[src/rtl/hazard_ctrl_if.sv]
// hazard_ctrl_if
//   Groups the signals that pass between the pipeline datapath and the hazard
//   controller. The datapath side (master) presents the decoded ID fields, the
//   ID/EX register outputs and the branch resolution. The controller side
//   (slave) returns the stall/flush enables, the multi-cycle busy flag and the
//   stall statistic.
//
//   Signalling: there is no valid/ready pair here. Every signal is a level that
//   is valid for the whole cycle. pc_write/ifid_write low means "hold this
//   cycle". A flush high means "load a bubble at the next rising edge".
//
//   Parameter: STALL_CNT_W is the width of stall_count. It must match the
//   controller instance.
interface hazard_ctrl_if #(
  parameter int STALL_CNT_W = 32
);
  logic [4:0]             ifid_rs1;
  logic [4:0]             ifid_rs2;
  logic                   ifid_uses_rs2;
  logic                   ifid_is_mc;
  logic                   idex_memread;
  logic [4:0]             idex_rd;
  logic                   branch_taken;
  logic                   pc_write;
  logic                   ifid_write;
  logic                   ifid_flush;
  logic                   idex_flush;
  logic                   mc_busy;
  logic [STALL_CNT_W-1:0] stall_count;

  modport master (
    output ifid_rs1, ifid_rs2, ifid_uses_rs2, ifid_is_mc,
           idex_memread, idex_rd, branch_taken,
    input  pc_write, ifid_write, ifid_flush, idex_flush, mc_busy, stall_count
  );

  modport slave (
    input  ifid_rs1, ifid_rs2, ifid_uses_rs2, ifid_is_mc,
           idex_memread, idex_rd, branch_taken,
    output pc_write, ifid_write, ifid_flush, idex_flush, mc_busy, stall_count
  );
endinterface

[src/rtl/hazard_ctrl.sv]
// hazard_ctrl
//   Pipeline hazard controller that sits beside the ID stage. It covers three
//   cases:
//     - Load-use hazards: a load in EX whose rd is read by the ID instruction.
//     - Structural hazards on the shared multi-cycle (mul/div) unit.
//     - Taken-branch redirects.
//   It also tracks how long the multi-cycle unit stays occupied and keeps a
//   saturating count of stall cycles.
//
// Parameters
//   MC_LAT       cycles the multi-cycle unit stays occupied after an issue.
//                0 removes the occupancy tracking altogether.
//   STALL_CNT_W  width of the stall statistic.
//
// Ports
//   clk    pipeline clock, rising edge
//   reset  asynchronous, active-high
//   hz     hazard_ctrl_if.slave
//          inputs:  ifid_rs1/rs2, ifid_uses_rs2, ifid_is_mc, idex_memread,
//                   idex_rd, branch_taken
//          outputs: pc_write, ifid_write, ifid_flush, idex_flush, mc_busy,
//                   stall_count
module hazard_ctrl #(
  parameter int MC_LAT      = 4,
  parameter int STALL_CNT_W = 32
) (
  input  logic          clk,
  input  logic          reset,
  hazard_ctrl_if.slave  hz
);

  localparam int CW = (MC_LAT > 0) ? $clog2(MC_LAT + 1) : 1;

  logic                   mc_nz;
  logic                   load_use;
  logic                   struct_haz;
  logic                   pc_write_c;
  logic                   ifid_write_c;
  logic                   ifid_flush_c;
  logic                   idex_flush_c;
  logic [STALL_CNT_W-1:0] stall_q;

  // x0 is hard-wired to zero, so a load into it never creates a dependency.
  assign load_use = hz.idex_memread && (hz.idex_rd != 5'd0) &&
                    ((hz.idex_rd == hz.ifid_rs1) ||
                     (hz.ifid_uses_rs2 && (hz.idex_rd == hz.ifid_rs2)));

  assign struct_haz = hz.ifid_is_mc && mc_nz;

  // Resolution order: reset, then branch redirect, then stall. A redirect
  // kills the ID instruction, so any hazard it carries no longer matters.
  always_comb begin
    pc_write_c   = 1'b1;
    ifid_write_c = 1'b1;
    ifid_flush_c = 1'b0;
    idex_flush_c = 1'b0;
    if (reset) begin
      pc_write_c   = 1'b0;
      ifid_write_c = 1'b0;
      ifid_flush_c = 1'b1;
      idex_flush_c = 1'b1;
    end else if (hz.branch_taken) begin
      ifid_flush_c = 1'b1;
      idex_flush_c = 1'b1;
    end else if (load_use || struct_haz) begin
      pc_write_c   = 1'b0;
      ifid_write_c = 1'b0;
      idex_flush_c = 1'b1;
    end
  end

  generate
    if (MC_LAT > 0) begin : g_mc
      logic [CW-1:0] mc_cnt;
      logic          issue;

      assign issue = hz.ifid_is_mc && !hz.branch_taken && !load_use && !struct_haz;

      // Loading MC_LAT on issue keeps mc_busy high for exactly MC_LAT cycles.
      // A held mc instruction then issues in the first cycle that sees zero.
      always_ff @(posedge clk or posedge reset) begin
        if (reset) begin
          mc_cnt <= '0;
        end else if (issue) begin
          mc_cnt <= CW'(MC_LAT);
        end else if (mc_cnt != '0) begin
          mc_cnt <= mc_cnt - CW'(1);
        end
      end

      assign mc_nz = (mc_cnt != '0);
    end else begin : g_no_mc
      assign mc_nz = 1'b0;
    end
  endgenerate

  // Saturates at all-ones rather than wrapping back to zero.
  always_ff @(posedge clk or posedge reset) begin
    if (reset) begin
      stall_q <= '0;
    end else if (!pc_write_c && (stall_q != {STALL_CNT_W{1'b1}})) begin
      stall_q <= stall_q + STALL_CNT_W'(1);
    end
  end

  assign hz.pc_write    = pc_write_c;
  assign hz.ifid_write  = ifid_write_c;
  assign hz.ifid_flush  = ifid_flush_c;
  assign hz.idex_flush  = idex_flush_c;
  assign hz.mc_busy     = mc_nz;
  assign hz.stall_count = stall_q;

endmodule
[src/flat_wrapper.sv]
// flat-port wrapper written by rule: the top's interface ports become plain ports
module hazard_ctrl_flat 
#(
  parameter int MC_LAT      = 4,
  parameter int STALL_CNT_W = 32
)
  (clk, reset, hz_ifid_rs1, hz_ifid_rs2, hz_ifid_uses_rs2, hz_ifid_is_mc, hz_idex_memread, hz_idex_rd, hz_branch_taken, hz_pc_write, hz_ifid_write, hz_ifid_flush, hz_idex_flush, hz_mc_busy, hz_stall_count);
  hazard_ctrl_if #(.STALL_CNT_W(STALL_CNT_W)) hz_i ();
  input  logic clk;
  input  logic reset;
  input wire logic [$bits(hz_i.ifid_rs1)-1:0] hz_ifid_rs1;
  input wire logic [$bits(hz_i.ifid_rs2)-1:0] hz_ifid_rs2;
  input wire logic [$bits(hz_i.ifid_uses_rs2)-1:0] hz_ifid_uses_rs2;
  input wire logic [$bits(hz_i.ifid_is_mc)-1:0] hz_ifid_is_mc;
  input wire logic [$bits(hz_i.idex_memread)-1:0] hz_idex_memread;
  input wire logic [$bits(hz_i.idex_rd)-1:0] hz_idex_rd;
  input wire logic [$bits(hz_i.branch_taken)-1:0] hz_branch_taken;
  output wire logic [$bits(hz_i.pc_write)-1:0] hz_pc_write;
  output wire logic [$bits(hz_i.ifid_write)-1:0] hz_ifid_write;
  output wire logic [$bits(hz_i.ifid_flush)-1:0] hz_ifid_flush;
  output wire logic [$bits(hz_i.idex_flush)-1:0] hz_idex_flush;
  output wire logic [$bits(hz_i.mc_busy)-1:0] hz_mc_busy;
  output wire logic [$bits(hz_i.stall_count)-1:0] hz_stall_count;
  assign hz_i.ifid_rs1 = hz_ifid_rs1;
  assign hz_i.ifid_rs2 = hz_ifid_rs2;
  assign hz_i.ifid_uses_rs2 = hz_ifid_uses_rs2;
  assign hz_i.ifid_is_mc = hz_ifid_is_mc;
  assign hz_i.idex_memread = hz_idex_memread;
  assign hz_i.idex_rd = hz_idex_rd;
  assign hz_i.branch_taken = hz_branch_taken;
  assign hz_pc_write = hz_i.pc_write;
  assign hz_ifid_write = hz_i.ifid_write;
  assign hz_ifid_flush = hz_i.ifid_flush;
  assign hz_idex_flush = hz_i.idex_flush;
  assign hz_mc_busy = hz_i.mc_busy;
  assign hz_stall_count = hz_i.stall_count;
  hazard_ctrl #(.MC_LAT(MC_LAT), .STALL_CNT_W(STALL_CNT_W)) u_core (.clk(clk), .reset(reset), .hz(hz_i));
endmodule
[config.mk]
export PLATFORM = sky130hd
export DESIGN_NAME = hazard_ctrl_flat
export DESIGN_NICKNAME = d
export VERILOG_FILES = /design/src/rtl/hazard_ctrl_if.sv /design/src/rtl/hazard_ctrl.sv /design/src/flat_wrapper.sv
export SDC_FILE = /design/constraint.sdc
export NUM_CORES = 1
export LEC_CHECK = 0
export BUFFER_PORTS_ARGS = -buffer_cell sky130_fd_sc_hd__buf_2
export CAP_MARGIN = 20
export CELL_PAD_IN_SITES_DETAIL_PLACEMENT = 2
export CELL_PAD_IN_SITES_GLOBAL_PLACEMENT = 2
export CORE_MARGIN = 3
export CORE_UTILIZATION = 34
export CTS_CLUSTER_DIAMETER = 80
export CTS_CLUSTER_SIZE = 8
export DETAILED_ROUTE_END_ITERATION = 16
export PLACE_DENSITY = 0.95
export REMOVE_ABC_BUFFERS = 1
export SLEW_MARGIN = 20
export SYNTH_ARGS = -nofsm -noshare
export SYNTH_HDL_FRONTEND = slang
export SYNTH_SLANG_ARGS = --single-unit
export TNS_END_PERCENT = 1
[constraint.sdc]
create_clock -name clk -period 5 [get_ports clk]
set_input_delay 1.25 -clock clk [delete_from_list [all_inputs] [get_ports clk]]
set_output_delay 1.25 -clock clk [all_outputs]
set_load 0.05 [all_outputs]
==> Yosys cells after proc, flatten, opt, wreduce, memory -nomap -nowiden <==
Index checks and enable logic that the tools add are counted.
Widths: inputs -> output; s select.
{ "classes": {"add_sub_neg": 2, "n_mul": 0, "div": 0, "magnitude_cmp": 0, "n_eq_ne": 3, "shifts": 0, "n_mux": 10, "bitwise_logic": 0, "n_reduce_logical": 17} }
{ "ops": {"columns": ["cell", "n"], "rows": [
  ["$add 32x1->32 const B", 1],
  ["$ne 32x32->1 const B", 1],
  ["$eq 5x5->1", 2],
  ["$logic_and 1x1->1", 8],
  ["$mux 1", 8],
  ["$mux 3", 2],
  ["$reduce_bool 5->1", 1],
  ["$logic_not 1->1", 4],
  ["$reduce_bool 3->1", 1],
  ["$sub 3x1->3 const B", 1],
  ["$logic_or 1x1->1", 2],
  ["$reduce_bool 2->1", 1]
]} }
{ "word_totals": {"ff_bits": 35, "latch_bits": 0, "ram_bits": 0, "mem_bits_ro": 0, "inputBits": 21, "output_inout_bits": 37, "word_cells": 34, "n_memories": 0} }

==> Logic depth before layout (Yosys ltp) <==
Gate-level depths: netlist (run 1).
{ "logic_depth": {"ltp_word": 10, "ltp_mapped": 8, "ltp_nobuf": 6} }

==> Least setup slack after synthesis (run 1) <==
Ideal clock, no wire load.
{ "synth_path": {"kind": "input -> output", "startpoint": "input port hz_idex_rd[0]", "endpoint": "output port hz_pc_write", "arrival_ps": 2802, "required_ps": 3750, "setup_slack_ps": 948, "stages": 6, "n_path_buf": 2, "path_cell_list": "or4_1 o21ai_1 nor2_1 a221oi_4 buf_6 buf_4"} }
{ "synth_via": {"elab_chain_cells": 8, "word_cells_on_any_way": 11, "classes_between": "eq/ne (2); mux (3); reduce/logical (6)"} }
{ "synth_lines": {"columns": ["element", "line", "rtl"], "rows": [
  ["start, declared", "flat_wrapper.sv:16", "input wire logic [$bits(hz_i.idex_rd)-1:0] hz_idex_rd;"],
  ["$eq 5x5->1", "hazard_ctrl.sv:46", "(hz.ifid_uses_rs2 && (hz.idex_rd == hz.ifid_rs2)));"],
  ["$logic_and 1x1->1", "hazard_ctrl.sv:46", null],
  ["$logic_or 1x1->1", "hazard_ctrl.sv:45", "((hz.idex_rd == hz.ifid_rs1) ||"],
  ["$logic_and 1x1->1 *", "hazard_ctrl.sv:44", "assign load_use = hz.idex_memread && (hz.idex_rd != 5'd0) &&"],
  ["$logic_or 1x1->1 *", "hazard_ctrl.sv:65", "end else if (load_use || struct_haz) begin"],
  ["$mux 1 * (3 in a row)", null, null],
  ["end, declared", "flat_wrapper.sv:18", "output wire logic [$bits(hz_i.pc_write)-1:0] hz_pc_write;"]
]} }
Every way passes the cells marked *; elsewhere a longest branch is shown, timed or not.

==> Worst setup path after layout (run 1) <==
{ "layout_path": {"startpoint": "input port hz_idex_rd[0]", "endpoint": "output port hz_pc_write"} }
{ "layout_via": {"elab_chain_cells": 8, "word_cells_on_any_way": 11, "classes_between": "eq/ne (2); mux (3); reduce/logical (6)"} }
{ "layout_lines": {"columns": ["element", "line", "rtl"], "rows": [
  ["$eq 5x5->1", "hazard_ctrl.sv:46", null],
  ["$logic_and 1x1->1", "hazard_ctrl.sv:46", null],
  ["$logic_or 1x1->1", "hazard_ctrl.sv:45", null],
  ["$logic_and 1x1->1 *", "hazard_ctrl.sv:44", null],
  ["$logic_or 1x1->1 *", "hazard_ctrl.sv:65", null],
  ["$mux 1 *", "hazard_ctrl.sv:65", null],
  ["$mux 1 *", "hazard_ctrl.sv:62", "end else if (hz.branch_taken) begin"],
  ["$mux 1 *", "hazard_ctrl.sv:57", "if (reset) begin"]
]} }
Marked as above.

==> results.tsv, run 1 <==
stage	metric	value	unit
drt	viasPerCell	5.28	
timing	period_needed	4120	ps
finish	fill_cells	647	
timing	period_share	82.4	%
timing	setup_viol_count_final	0	
global_route	grt_max_degree	36	
yosys	synthTopCellsByArea	dfrtp_1 (44%), xor2_1 (12%), xnor2_1 (6.1%)	
global_route	track_usage	17.7	%
power	vdd_ir_drop_max	0.296	mV
clock_tree	htree_levels	2	
yosys	avgSynthCellArea	10.1	um2
critical_path	cp_max_fo	3	
floorplan	die_x	82.9	um
drt	routed_wl	5.84	mm
clock_tree	cts-resized-gates	0	
timing	fin_tns_setup	0	ps
drt	dr.pass1.iters	4	
finish	antennaDiodeCount	0	
drt	wire_per_inst	17.7	um
finish	ff_latch_area	876	um2
yosys	synth_warnings	0	
clock_tree	cts-root-buf	clkbuf_8	
floorplan	core-area	5610	um2
drt	drt_iter0_drc	42	
finish	instances_no_fill	329	
placed_design	port_buffers	57	
floorplan	die_area	6880	um2
critical_path	crit_arrival	2870	ps
yosys	yosysTopAreaCell	dfrtp_1	
clock_tree	cts_tree	done	
timing	slew_headroom	37.5	%
timing	skew	5.13	ps
placed_design	post-dp-hpwl	4.27	mm
yosys	synth_area	2010	um2
yosys	netlist_instances	199	
timing	fmax	243	MHz
yosys	yosysSeqAreaShare	43.5	%
global_route	grt_pass1_wl	9.94	mm
power	powerDensity	452	nW/um2
timing	finalHoldViolCount	0	
global_route	grt_pass1_vias	1903	
drt	vias	1736	
finish	fin_nets	280	
worst_hold_path	hp-class	reg -> reg	
clock_tree	clock-sinks	35	
status	outcome	finished clean	
yosys	synthDistinctLibCells	39	
drt	drc	0	
timing	tightest_slew	938	ps
critical_path	cp-start-kind	input pin	
finish	layout-drive-gt1-share	29.2	%
timing	finalMaxSlewViolations	0	
critical_path	required	3750	ps
global_route	grt-ovfl-total	0	
job	maxCapViolations	0	
placed_design	placed_cells	321	
clock_tree	cts_buffers	5	
floorplan	die-height	82.9	um
floorplan	row_count	27	
yosys	ys_ff_latch	35	
finish	multi_input_comb_area	1050	um2
critical_path	endpoint_kind	primary output	
power	p_leak	1.10	nW
floorplan	pin_count	58	
placed_design	pre_cts_ws	827	ps
drt	postRouteAntennaNets	0	
clock_tree	hold_buffers	0	
clock_tree	clock_latency	290	ps
placed_design	place.gp.congestion	0.802	
finish	area_growth	21.2	%
global_route	antenna_found_initial	0	
timing	fin_ws	880	ps
clock_tree	cts.clk_slew.worst_paths	70	ps
critical_path	critical_path_class	in -> out	
floorplan	initial_core_util	35.9	%
yosys	yosysTopAreaCellShare	43.5	%
clock_tree	cts_setup_buffers	0	
clock_tree	clk_path_buf_depth	2	
timing	rsz0062_at_grt	false	
path summary, 6_finish.rpt:
path,startpoint,end,slack [ps],cells after the start
worst max-delay path,hz_idex_rd[0],hz_pc_write,880,6
worst min-delay path,u_core.hz.stall_count[15],u_core.hz.stall_count[15],500,1
worst max register to register,u_core.hz.stall_count[24],u_core.hz.stall_count[1],2440,6
worst min register to register,u_core.hz.stall_count[15],u_core.hz.stall_count[15],500,1
max in group asynchronous,reset,u_core.hz.stall_count[16],3570,3
min in group asynchronous,reset,u_core.hz.stall_count[30],1100,3
placed cells by master, fill, tap and decap left out, types with 2 or more instances in the layout:
| master | instances |
|---|---|
| xnor2_1 | 14 |
| clkbuf_8 | 7 |
| nor4_2 | 2 |
| nor4_1 | 12 |
| inv_1 | 6 |
| dfrtp_1 | 35 |
| buf_2 | 57 |
| nand2b_1 | 2 |
| nand4_1 | 6 |
| nor2_1 | 6 |
| nand3_1 | 13 |
| nor3b_1 | 2 |
| nor4b_1 | 4 |
| or3_1 | 3 |
| and3_1 | 3 |
| and4_1 | 3 |
| xor2_1 | 28 |
| ha_1 | 3 |
| nand2_1 | 20 |
| nor3_1 | 11 |
| buf_4 | 2 |
registers in the layout, indices dropped and copies added (netlist names):
signal,flops
u_core.g_mc.mc_cnt,3
u_core.hz.stall_count,32
synth_stat cells (all sizes together):
library cell	count
dfrtp	35
xor2	28
nand2	20
nor4	14
xnor2	14
nand3	13
nor3	11
buf	7
nor2	7
inv	6
nand4	6
nor4b	5
and3	4
and4	3
ha	3
nor3b	3
or3	3
clkbuf	2
nand2b	2
a21oi	1
a221oi	1
and2	1
mux2	1
mux2i	1
nand3b	1
nor2b	1
nor4bb	1
o211a	1
o21ai	1
o22ai	1
or2	1
or4	1
metal layers:
| layer | up-vias | track usage (%) | wire length, um |
|---|---|---|---|
| met4 | 0 | 4.46 | 76 |
| li1 | 812 | - | - |
| met1 | 884 | 21.8 | 2480 |
| met5 | - | 0 | 0 |
| met2 | 32 | 31.3 | 3090 |
| met3 | 8 | 3.57 | 180 |
worst max-delay path, cell delays in order:
cell,delay (ps)
buf_2,130
or4_1,550
o21ai_1,190
nor2_1,90
a221oi_4,330
buf_2,330
power by group:
part | internal, mW | switching (mW)
sequential | 0.346 | 0.0721
clock | 0.126 | 0.105
combinational | 0.131 | 0.323
total | 0.603 | 0.501
layout make-up:
| cell class | count | area share (%) |
|---|---|---|
| Clock buffer | 8 | 4.10 |
| Inverter | 6 | 0.924 |
| Multi-Input combinational cell | 149 | 43.0 |
| Sequential cell | 35 | 35.9 |
| Tap cell | 72 | 3.69 |
| Timing Repair Buffer | 59 | 12.3 |
cell families after synthesis:
| group | Yosys count | synth area share, % |
|---|---|---|
| AND/OR/NAND/NOR | 97 | 28.4 |
| XOR/XNOR | 42 | 18.3 |
| flip-flops | 35 | 43.5 |
| buffers and inverters | 15 | 4.29 |
| AO/OA/AOI/OAI | 5 | 2.61 |
| adder cells (fa/ha/maj) | 3 | 1.87 |
| multiplexers | 2 | 1.06 |
metrics by stage:
stage | utilization [%] | cell area, um2 | power [mW] | hold slack [ps]
after floorplan | - | 1950 | 0.757 | 479
after global placement | 41.7 | 2340 | 0.862 | 467
after detailed placement | 41.7 | 2340 | 0.882 | 492
after CTS | 43.5 | 2440 | 1.12 | 503
after global routing | 43.5 | 2440 | 1.17 | 519
final | 43.5 | 2440 | 1.10 | 496
Power figures use the tool's default switching activity.
==> inputs of run 2 (changes only) <==
--- a/config.mk
+++ b/config.mk
@@ -10,11 +10,11 @@
 export CELL_PAD_IN_SITES_DETAIL_PLACEMENT = 2
 export CELL_PAD_IN_SITES_GLOBAL_PLACEMENT = 2
 export CORE_MARGIN = 3
-export CORE_UTILIZATION = 34
+export CORE_UTILIZATION = 28
 export CTS_CLUSTER_DIAMETER = 80
 export CTS_CLUSTER_SIZE = 8
 export DETAILED_ROUTE_END_ITERATION = 16
-export PLACE_DENSITY = 0.95
+export PLACE_DENSITY = 0.87
 export REMOVE_ABC_BUFFERS = 1
 export SLEW_MARGIN = 20
 export SYNTH_ARGS = -nofsm -noshare
==> constraint.sdc (replaced) <==
create_clock -name clk -period 3.6 [get_ports clk]
set_input_delay 0.9 -clock clk [delete_from_list [all_inputs] [get_ports clk]]
set_output_delay 0.9 -clock clk [all_outputs]
set_load 0.05 [all_outputs]
==> run 2 against run 1 <==
Non-clock buffer count did not move; hold slack got worse by 3.7 ps; clock power increased by 39%; critical path depth did not move; flip-flop and latch count stayed put; die area increased by 20%; global-route usage shrank 2.6 points; largest power group unchanged.
==> results.tsv, run 2 (synthesized netlist as in run 1, its figures left out) <==
stage	metric	value	unit	change
status	outcome	finished clean		
finish	fill_cells	786		+21%
critical_path	crit_arrival	2480	ps	-390 ps
finish	area_growth	22.7	%	
floorplan	core-area	6870	um2	+22%
timing	hold_ws	492	ps	-3.67 ps
finish	final_cell_mix	buf_2 (57), dfrtp_1 (35), xor2_1 (28)		
timing	skew	3.75	ps	-1.37 ps
worst_hold_path	hp-class	reg -> reg		
timing	slew_headroom	33.8	%	-3.7 points
finish	layout_commonest_cell	buf_2		
clock_tree	cts_buffers	5		unchanged
clock_tree	clock_latency	290	ps	about the same
floorplan	die_x	90.8	um	+9.5%
drt	wire_per_inst	16.2	um	-8.7%
global_route	antenna_found_initial	0		unchanged
power	powerDensity	623	nW/um2	+38%
timing	period_share	94.0	%	
finish	antennaDiodeCount	0		unchanged
placed_design	post-dp-hpwl	4.27	mm	about the same
timing	rsz0062_at_grt	false		
drt	drt_iter0_drc	59		+40%
global_route	grt_pass1_wl	9.99	mm	+0.49%
clock_tree	clk_path_buf_depth	2		unchanged
clock_tree	cts-root-buf	clkbuf_8		
global_route	grt_max_degree	32		-11%
critical_path	critical_path_class	in -> out		
critical_path	endpoint_kind	primary output		
floorplan	pin_count	58		unchanged
finish	fin_nets	280		unchanged
clock_tree	cts_tree	done		
clock_tree	clock-sinks	35		unchanged
timing	tightest_slew	994	ps	+56.1 ps
drt	viasPerCell	4.92		-6.7%
timing	setup_viol_count_final	0		unchanged
clock_tree	cts-resized-gates	0		unchanged
timing	finalMaxSlewViolations	0		unchanged
floorplan	die-height	90.8	um	+9.5%
drt	drc	0		unchanged
timing	finalHoldViolCount	0		unchanged
placed_design	port_buffers	57		unchanged
placed_design	place.gp.congestion	0.701		-13%
finish	largest_register_ffs	32		unchanged
clock_tree	htree_levels	2		unchanged
global_route	track_usage	15.1	%	-2.6 points
timing	period_needed	3380	ps	
drt	vias	1737		+0.058%
clock_tree	cts_setup_buffers	0		unchanged
finish	layout-drive-gt1-share	29.2	%	unchanged
critical_path	cp_max_fo	3		unchanged
drt	routed_wl	5.71	mm	-2.1%
critical_path	cp-start-kind	input pin		
timing	fmax	296	MHz	
floorplan	row_count	30		+11%
power	vdd_ir_drop_max	0.373	mV	+26%
floorplan	die_area	8240	um2	+20%
drt	dr.pass1.iters	4		unchanged
critical_path	required	2700	ps	-1050 ps
drt	postRouteAntennaNets	0		unchanged
clock_tree	cts.clk_slew.worst_paths	70	ps	about the same
job	maxCapViolations	0		unchanged
finish	fin_util	35.9	%	-7.5 points
floorplan	initial_core_util	29.3	%	-6.6 points
clock_tree	hold_buffers	0		unchanged
power	p_leak	1.10	nW	unchanged
global_route	grt_pass1_vias	1935		+1.7%
global_route	grt-ovfl-total	0		unchanged
run 2: cell counts in the layout (fill, tap and decap cells not counted):
Identical to the previous run, type by type.
run 2: power breakdown:
part           internal (mW)  switching, mW
combinational          0.182          0.448
sequential             0.481          0.106
clock                  0.175          0.146
total                  0.837          0.701
run 2: routing by layer:
metal	wire length, um	vias to the layer above	global-route usage (%)	share of wire, %
met5	0	-	0	0
met1	2470	879	18.9	43
met4	85	0	5.87	1.5
li1	-	816	-	-
met3	200	6	3.00	3.5
met2	2960	36	25.3	52
run 2: per-stage QoR:
| stage | worst slack [ps] | instance area, um2 | TNS (ps) | total power, mW | instances |
|---|---|---|---|---|---|
| 2_1_floorplan | -362 | 1950 | -1270 | 1.05 | 190 |
| 3_3_place_gp | 224 | 2370 | 0 | 1.20 | 345 |
| 6_report | 216 | 2470 | 0 | 1.54 | 353 |
| 3_5_place_dp | 191 | 2370 | 0 | 1.23 | 345 |
| 4_1_cts | 191 | 2470 | 0 | 1.56 | 353 |
| 5_1_grt | 128 | 2470 | 0 | 1.63 | 353 |
run 2: final timing paths:
path	start	to	slack, ps	cells past startpoint
setup / recovery	hz_idex_rd[0]	hz_pc_write	220	6
hold / removal	u_core.hz.stall_count[31]	u_core.hz.stall_count[31]	490	1
setup reg to reg	u_core.hz.stall_count[24]	u_core.hz.stall_count[1]	1060	6
hold reg to reg	u_core.hz.stall_count[31]	u_core.hz.stall_count[31]	490	1
max in group asynchronous	reset	u_core.hz.stall_count[14]	2140	3
min in group asynchronous	reset	u_core.g_mc.mc_cnt[1]	750	2
run 2: layout make-up:
type,instances,area [um2],share of cell area [%]
Clock buffer,8,100,4.05
Inverter,6,22.5,0.912
Multi-Input combinational cell,149,1050,42.5
Sequential cell,35,876,35.5
Tap cell,96,120,4.87
Timing Repair Buffer,59,300,12.2
run 2: critical path, stage by stage:
cell	delay (ps)
buf_2	120
or4_1	510
o21ai_1	180
nor2_1	90
a221oi_4	350
buf_2	330
